$ cat src/rtl/fir_filter_ctrl_pkg.sv
// Shared definitions for the filter blocks: controller state encoding and counter width.
package fir_filter_ctrl_pkg;

    localparam int CNT_W = 10;

    typedef enum logic [2:0] {
        ST_IDLE  = 3'd0,
        ST_CLR   = 3'd1,
        ST_RUN   = 3'd2,
        ST_DRAIN = 3'd3,
        ST_DONE  = 3'd4
    } ctrl_state_t;

endpackage

$ cat src/rtl/fir_filter_ctrl_if.sv
// Control/handshake bundle between the FIR controller and its environment.
// Handshake: a window moves when in_valid && in_ready; a pixel moves when out_valid && out_ready.
interface fir_filter_ctrl_if;
    import fir_filter_ctrl_pkg::*;

    logic             start;
    logic             in_valid;
    logic             in_ready;
    logic             out_ready;
    logic             out_valid;
    logic             output_en;
    logic             mac_en;
    logic             mac_clr;
    logic [CNT_W-1:0] col;
    logic [CNT_W-1:0] row;
    logic             busy;
    logic             done;
    ctrl_state_t      state_dbg;

    modport master (
        output start, in_valid, out_ready,
        input  in_ready, out_valid, output_en, mac_en, mac_clr,
        input  col, row, busy, done, state_dbg
    );

    modport slave (
        input  start, in_valid, out_ready,
        output in_ready, out_valid, output_en, mac_en, mac_clr,
        output col, row, busy, done, state_dbg
    );

endinterface

$ cat src/rtl/fir_win_counter.sv
// Column/row position of the next window; wraps columns at IMG_W-1 and holds at the last window.
module fir_win_counter
    import fir_filter_ctrl_pkg::*;
#(
    parameter int IMG_W = 640,
    parameter int IMG_H = 480
) (
    input  logic             clk,
    input  logic             rst_n,
    input  logic             clr,
    input  logic             en,
    output logic [CNT_W-1:0] col,
    output logic [CNT_W-1:0] row,
    output logic             last
);

    localparam logic [CNT_W-1:0] COL_MAX = CNT_W'(IMG_W - 1);
    localparam logic [CNT_W-1:0] ROW_MAX = CNT_W'(IMG_H - 1);

    assign last = (col == COL_MAX) && (row == ROW_MAX);

    always_ff @(posedge clk or negedge rst_n) begin
        if (!rst_n) begin
            col <= '0;
            row <= '0;
        end else if (clr) begin
            col <= '0;
            row <= '0;
        end else if (en && !last) begin
            if (col == COL_MAX) begin
                col <= '0;
                row <= row + CNT_W'(1);
            end else begin
                col <= col + CNT_W'(1);
            end
        end
    end

endmodule

$ cat src/rtl/fir_filter_ctrl.sv
// FIR window controller: sequences one image through a two-stage (sum, saturate) datapath
// with output backpressure, counting window positions and pulsing done at the end.
module fir_filter_ctrl
    import fir_filter_ctrl_pkg::*;
#(
    parameter int IMG_W = 640,
    parameter int IMG_H = 480
) (
    input  logic              clk,
    input  logic              rst_n,
    fir_filter_ctrl_if.slave  ctl
);

    ctrl_state_t state, state_n;
    logic        v1, v2, v1_n, v2_n;
    logic        adv, mac_en, acc_en, cnt_clr, last;

    fir_win_counter #(
        .IMG_W (IMG_W),
        .IMG_H (IMG_H)
    ) u_win_counter (
        .clk   (clk),
        .rst_n (rst_n),
        .clr   (cnt_clr),
        .en    (acc_en),
        .col   (ctl.col),
        .row   (ctl.row),
        .last  (last)
    );

    always_ff @(posedge clk or negedge rst_n) begin
        if (!rst_n) begin
            state <= ST_IDLE;
            v1    <= 1'b0;
            v2    <= 1'b0;
        end else begin
            state <= state_n;
            v1    <= v1_n;
            v2    <= v2_n;
        end
    end

    always_comb begin
        state_n = state;
        v1_n    = v1;
        v2_n    = v2;
        // Both pipeline stages move together, and only when the output stage can drain.
        adv     = !v2 || ctl.out_ready;
        mac_en  = adv && (((state == ST_RUN) && ctl.in_valid) ||
                          ((state == ST_DRAIN) && (v1 || v2)));
        acc_en  = (state == ST_RUN) && mac_en;
        // Counters restart on the accepted start so CLR already shows position (0,0).
        cnt_clr = (state == ST_IDLE) && ctl.start;

        if (state == ST_CLR) begin
            v1_n = 1'b0;
            v2_n = 1'b0;
        end else if (mac_en) begin
            v1_n = (state == ST_RUN) && ctl.in_valid;
            v2_n = v1;
        end else if (v2 && ctl.out_ready) begin
            v2_n = 1'b0;
        end

        case (state)
            ST_IDLE:  if (ctl.start) state_n = ST_CLR;
            ST_CLR:   state_n = ST_RUN;
            ST_RUN:   if (acc_en && last) state_n = ST_DRAIN;
            ST_DRAIN: if (!v1_n && !v2_n) state_n = ST_DONE;
            ST_DONE:  state_n = ST_IDLE;
            default:  state_n = ST_IDLE;
        endcase
    end

    always_comb begin
        ctl.mac_en    = mac_en;
        ctl.in_ready  = acc_en;
        ctl.mac_clr   = (state == ST_CLR);
        ctl.out_valid = v2;
        ctl.output_en = v2 && ctl.out_ready;
        ctl.busy      = (state != ST_IDLE);
        ctl.done      = (state == ST_DONE);
        ctl.state_dbg = state;
    end

endmodule

$ cat src/flat_wrapper.sv
// flat-port wrapper written by rule: the top's interface ports become plain ports
module fir_filter_ctrl_flat import fir_filter_ctrl_pkg::*;
#(
    parameter int IMG_W = 640,
    parameter int IMG_H = 480
)
  (clk, rst_n, ctl_start, ctl_in_valid, ctl_out_ready, ctl_in_ready, ctl_out_valid, ctl_output_en, ctl_mac_en, ctl_mac_clr, ctl_col, ctl_row, ctl_busy, ctl_done, ctl_state_dbg);
  fir_filter_ctrl_if ctl_i ();
  input  logic clk;
  input  logic rst_n;
  input wire logic [$bits(ctl_i.start)-1:0] ctl_start;
  input wire logic [$bits(ctl_i.in_valid)-1:0] ctl_in_valid;
  input wire logic [$bits(ctl_i.out_ready)-1:0] ctl_out_ready;
  output wire logic [$bits(ctl_i.in_ready)-1:0] ctl_in_ready;
  output wire logic [$bits(ctl_i.out_valid)-1:0] ctl_out_valid;
  output wire logic [$bits(ctl_i.output_en)-1:0] ctl_output_en;
  output wire logic [$bits(ctl_i.mac_en)-1:0] ctl_mac_en;
  output wire logic [$bits(ctl_i.mac_clr)-1:0] ctl_mac_clr;
  output wire logic [$bits(ctl_i.col)-1:0] ctl_col;
  output wire logic [$bits(ctl_i.row)-1:0] ctl_row;
  output wire logic [$bits(ctl_i.busy)-1:0] ctl_busy;
  output wire logic [$bits(ctl_i.done)-1:0] ctl_done;
  output wire logic [$bits(ctl_i.state_dbg)-1:0] ctl_state_dbg;
  assign ctl_i.start = ctl_start;
  assign ctl_i.in_valid = ctl_in_valid;
  assign ctl_i.out_ready = ctl_out_ready;
  assign ctl_in_ready = ctl_i.in_ready;
  assign ctl_out_valid = ctl_i.out_valid;
  assign ctl_output_en = ctl_i.output_en;
  assign ctl_mac_en = ctl_i.mac_en;
  assign ctl_mac_clr = ctl_i.mac_clr;
  assign ctl_col = ctl_i.col;
  assign ctl_row = ctl_i.row;
  assign ctl_busy = ctl_i.busy;
  assign ctl_done = ctl_i.done;
  assign ctl_state_dbg = ctl_i.state_dbg;
  fir_filter_ctrl #(.IMG_W(IMG_W), .IMG_H(IMG_H)) u_core (.clk(clk), .rst_n(rst_n), .ctl(ctl_i));
endmodule
$ cat config.mk
export PLATFORM = sky130hd
export DESIGN_NAME = fir_filter_ctrl_flat
export DESIGN_NICKNAME = d
export VERILOG_FILES = /design/src/rtl/fir_filter_ctrl_pkg.sv /design/src/rtl/fir_filter_ctrl_if.sv /design/src/rtl/fir_win_counter.sv /design/src/rtl/fir_filter_ctrl.sv /design/src/flat_wrapper.sv
export SDC_FILE = /design/constraint.sdc
export NUM_CORES = 1
export LEC_CHECK = 0
export ABC_CLOCK_PERIOD_IN_PS = 3530
export CORE_MARGIN = 1
export CORE_UTILIZATION = 30
export DETAILED_ROUTE_END_ITERATION = 7
export PLACE_DENSITY_LB_ADDON = 0.08
export SLEW_MARGIN = 10
export SYNTH_ARGS = -nofsm -noshare
export SYNTH_HDL_FRONTEND = slang
export SYNTH_SLANG_ARGS = --single-unit
$ cat constraint.sdc
create_clock -name clk -period 3.53 [get_ports clk]
set_clock_uncertainty 0.2 [all_clocks]
set_input_delay 0.353 -clock clk [delete_from_list [all_inputs] [get_ports clk]]
set_output_delay 0.353 -clock clk [all_outputs]
set_load 0.02 [all_outputs]
==> results.yml <==
run_status:
  outcome: "finished, final reports clean"
floorplan:
  initial_cell_density_of_the_core_pct: 32.3
  top_level_ports: 35
  die_w_um: 71.6
  die_area_um2: 5130
  row_count: 24
  design.core.area_um2: 4500
  die_height_um: 71.6
grt:
  grt_max_degree: 26
  grt_first_pass_wirelength_mm: 6.11
  first_global_vias: 1203
  grt_antenna_before_repair: 0
  track_usage_pct: 15.3
  global_route.overflow_total: 0
synthesis:
  netlist.area_leader.share_pct: 43.0
  synth_async_sr_flop_share_pct: 100
  synth.avg_cell_area_um2: 9.44
  synth.top_cells.by_count: "25 x dfrtp_1, 14 x a21oi_1, 14 x nor2_1"
  yosys.cell_count.top_type: "dfrtp_1"
  synthTopCellsByArea: "dfrtp_1 43%, a21oi_1 4.8%, nor2_1 3.6%"
  dominant_cell_type_by_area_after_synthesis: "dfrtp_1"
  ys_types: 42
  synth-edff-count: 0
  post_synth_instance_area_um2: 1450
  synth.yosys.warnings: 0
  postSynth.topFlopCell: "dfrtp_1"
  syn-instance-count: 154
  postSynthNetCount: 161
  synth_seq_cells: 25
  seq_area_frac_synth_pct: 43.0
place:
  buffer_ports.inserted: 34
  detail_placement_hpwl_mm: 2.57
  place_congestion: 0.739
  place_inst: 237
power_and_ir_drop:
  post-layout-total-power_uw: 773
  leakagePower_uw: 0.000769
  share_seq_of_total_power_pct: 47.6
  power_frac_clock_pct: 23.5
  swShare_pct: 33.9
  comb_power_share_pct: 28.9
  power.density_nw_per_um2: 408
  p_sw_uw: 262
  power_report.internal_total_uw: 511
  power.ir.vdd_worst_mv: 0.239
cts:
  worstSkewPairLatency_ns: 0.28
  cts-root-to-sink-buffers: 2
  cts.sinks: 25
  tritoncts: "done"
  cts-htree-levels: 1
  numCtsBuffers: 3
  cts-hold-fix-buffers: 0
  cts.repair.resized: 0
  cts.clk_slew.worst_paths_ns: 0.10
  ctsRootBufferMaster: "clkbuf_8"
  setup_bufs_post_cts: 0
worst_setup_path:
  timing.critical_path.arrival_ns: 2.43
  cp_max_fo: 11
  crit_family: "simple AND/OR/NAND/NOR gates"
  crit_chain: "or3b_4, or3_1, inv_1, clkdlybuf4s50_1"
  worst-setup-path-type: "reg2out"
  setup.worst_path.end_class: "output pin"
  timing.critical_path.slowest_stage_cell: "clkdlybuf4s50_1"
  setup.worst_path.start_class: "register"
  timing.reg2reg.setup_slack_ns: 0.89
  cp_required_ns: 2.98
  slowest_delay_ns: 0.61
  path_buf_inv: 2
detailed_routing:
  avg_wl_per_cell_um: 15.1
  routed_wirelength_mm: 3.64
  drt_iter0_markers: 63
  drt.antenna.violating_nets: 0
  via_count: 1305
  drtPass1Iterations: 4
  post-route-drc-count: 0
  route.detailed.vias_per_inst: 5.41
cells_and_area:
  areaGrowthSynthToFinish_pct: 30.4
  antenna_cells_inserted: 0
  drive_above_1_share_pct: 7.94
  final-instance-count-excl-fill: 241
  nets_final: 197
sta:
  max_freq_mhz: 336
  report.final.setup_viol: 0
  hold_viol: 0
  timing.max_slew.rel_slack_pct: 57.6
  tns_ns: 0
  final_period_minus_worst_setup_slack_ns: 2.98
  min_period_over_period_pct: 84.4
  finalMaxSlewViolations: 0
  worst-slew-pin-transition_ns: 0.634
  hold_slack_ns: 0.237
  setup_repair_after_global_routing_missed_its_margin: "no"
run:
  cap_viol_max_count: 0
hold_path:
  min_path_type: "in2async"
-- cell usage in the layout (no fill, tap or decap), types with 3 or more instances in the layout --
cell type,instances
nand3_1,7
and4_1,3
clkbuf_8,3
and2_1,5
a21oi_1,14
nand2_1,9
buf_4,4
dfrtp_1,25
clkdlybuf4s50_1,34
nor3_1,5
or3_1,8
xnor2_1,3
o21ai_0,9
nand4_1,4
inv_1,4
nor2_1,14
-- power groups by stage --
stage	combinational [uW]	sequential (uW)	clock, uW
after detailed placement	225	372	0
after floorplan	84.3	404	0
after CTS	226	368	192
after global placement	223	372	0
after global routing	244	373	203
final	223	368	181
-- kinds of logic after synthesis --
kind of cell / Yosys count / synth area share [%]
simple gates: 72 / 28.7
compound gates: 38 / 18.8
flops: 25 / 43.0
buf+inv: 11 / 3.96
xor+xnor: 5 / 3.01
fa+ha+maj: 2 / 1.72
mux: 1 / 0.688
-- routing by layer --
metal,track usage (%),part of all wire [%],vias up
met5,0,0,-
met4,4.14,0.71,0
met3,3.94,3.7,2
met2,23.8,46,35
met1,21.1,50,633
li1,-,-,635
-- state kept, by name, indices dropped and copies added (netlist names) --
name / count
u_core.ctl.out_valid: 1
u_core.ctl.state_dbg: 3
u_core.u_win_counter.col: 10
u_core.u_win_counter.row: 10
u_core.v1: 1
-- layout make-up --
cell class	instances	area [um^2]
fill	451	2610
clock buffer	3	41.3
timing repair buffer	38	370
multi-input combinational	118	771
tap	52	65.1
inverter	4	15.0
sequential	25	626
clock inverter	1	7.51
-- through the flow --
| step | setup WS, ns | util, % | area, um^2 |
|---|---|---|---|
| floorplan | 1.04 | - | 1450 |
| global placement | 0.575 | 41.0 | 1850 |
| detailed placement | 0.572 | 41.0 | 1850 |
| CTS | 0.531 | 42.1 | 1900 |
| global route | 0.447 | 42.1 | 1900 |
| finish | 0.549 | 42.1 | 1900 |
-- path summary, 6_finish.rpt --
path | start | to | cells after the start
worst min-delay path | rst_n | u_core.u_win_counter.row[6] | 2
worst max register to register | u_core.ctl.state_dbg[0] | u_core.u_win_counter.row[7] | 5
min in group clk | u_core.u_win_counter.col[1] | u_core.u_win_counter.col[1] | 1
worst max-delay path | u_core.ctl.state_dbg[0] | ctl_in_ready | 4
worst min register to register | u_core.u_win_counter.col[1] | u_core.u_win_counter.col[1] | 1
max in group asynchronous | rst_n | u_core.u_win_counter.col[1] | 2
Note: power is estimated with default switching activity, not from simulation.
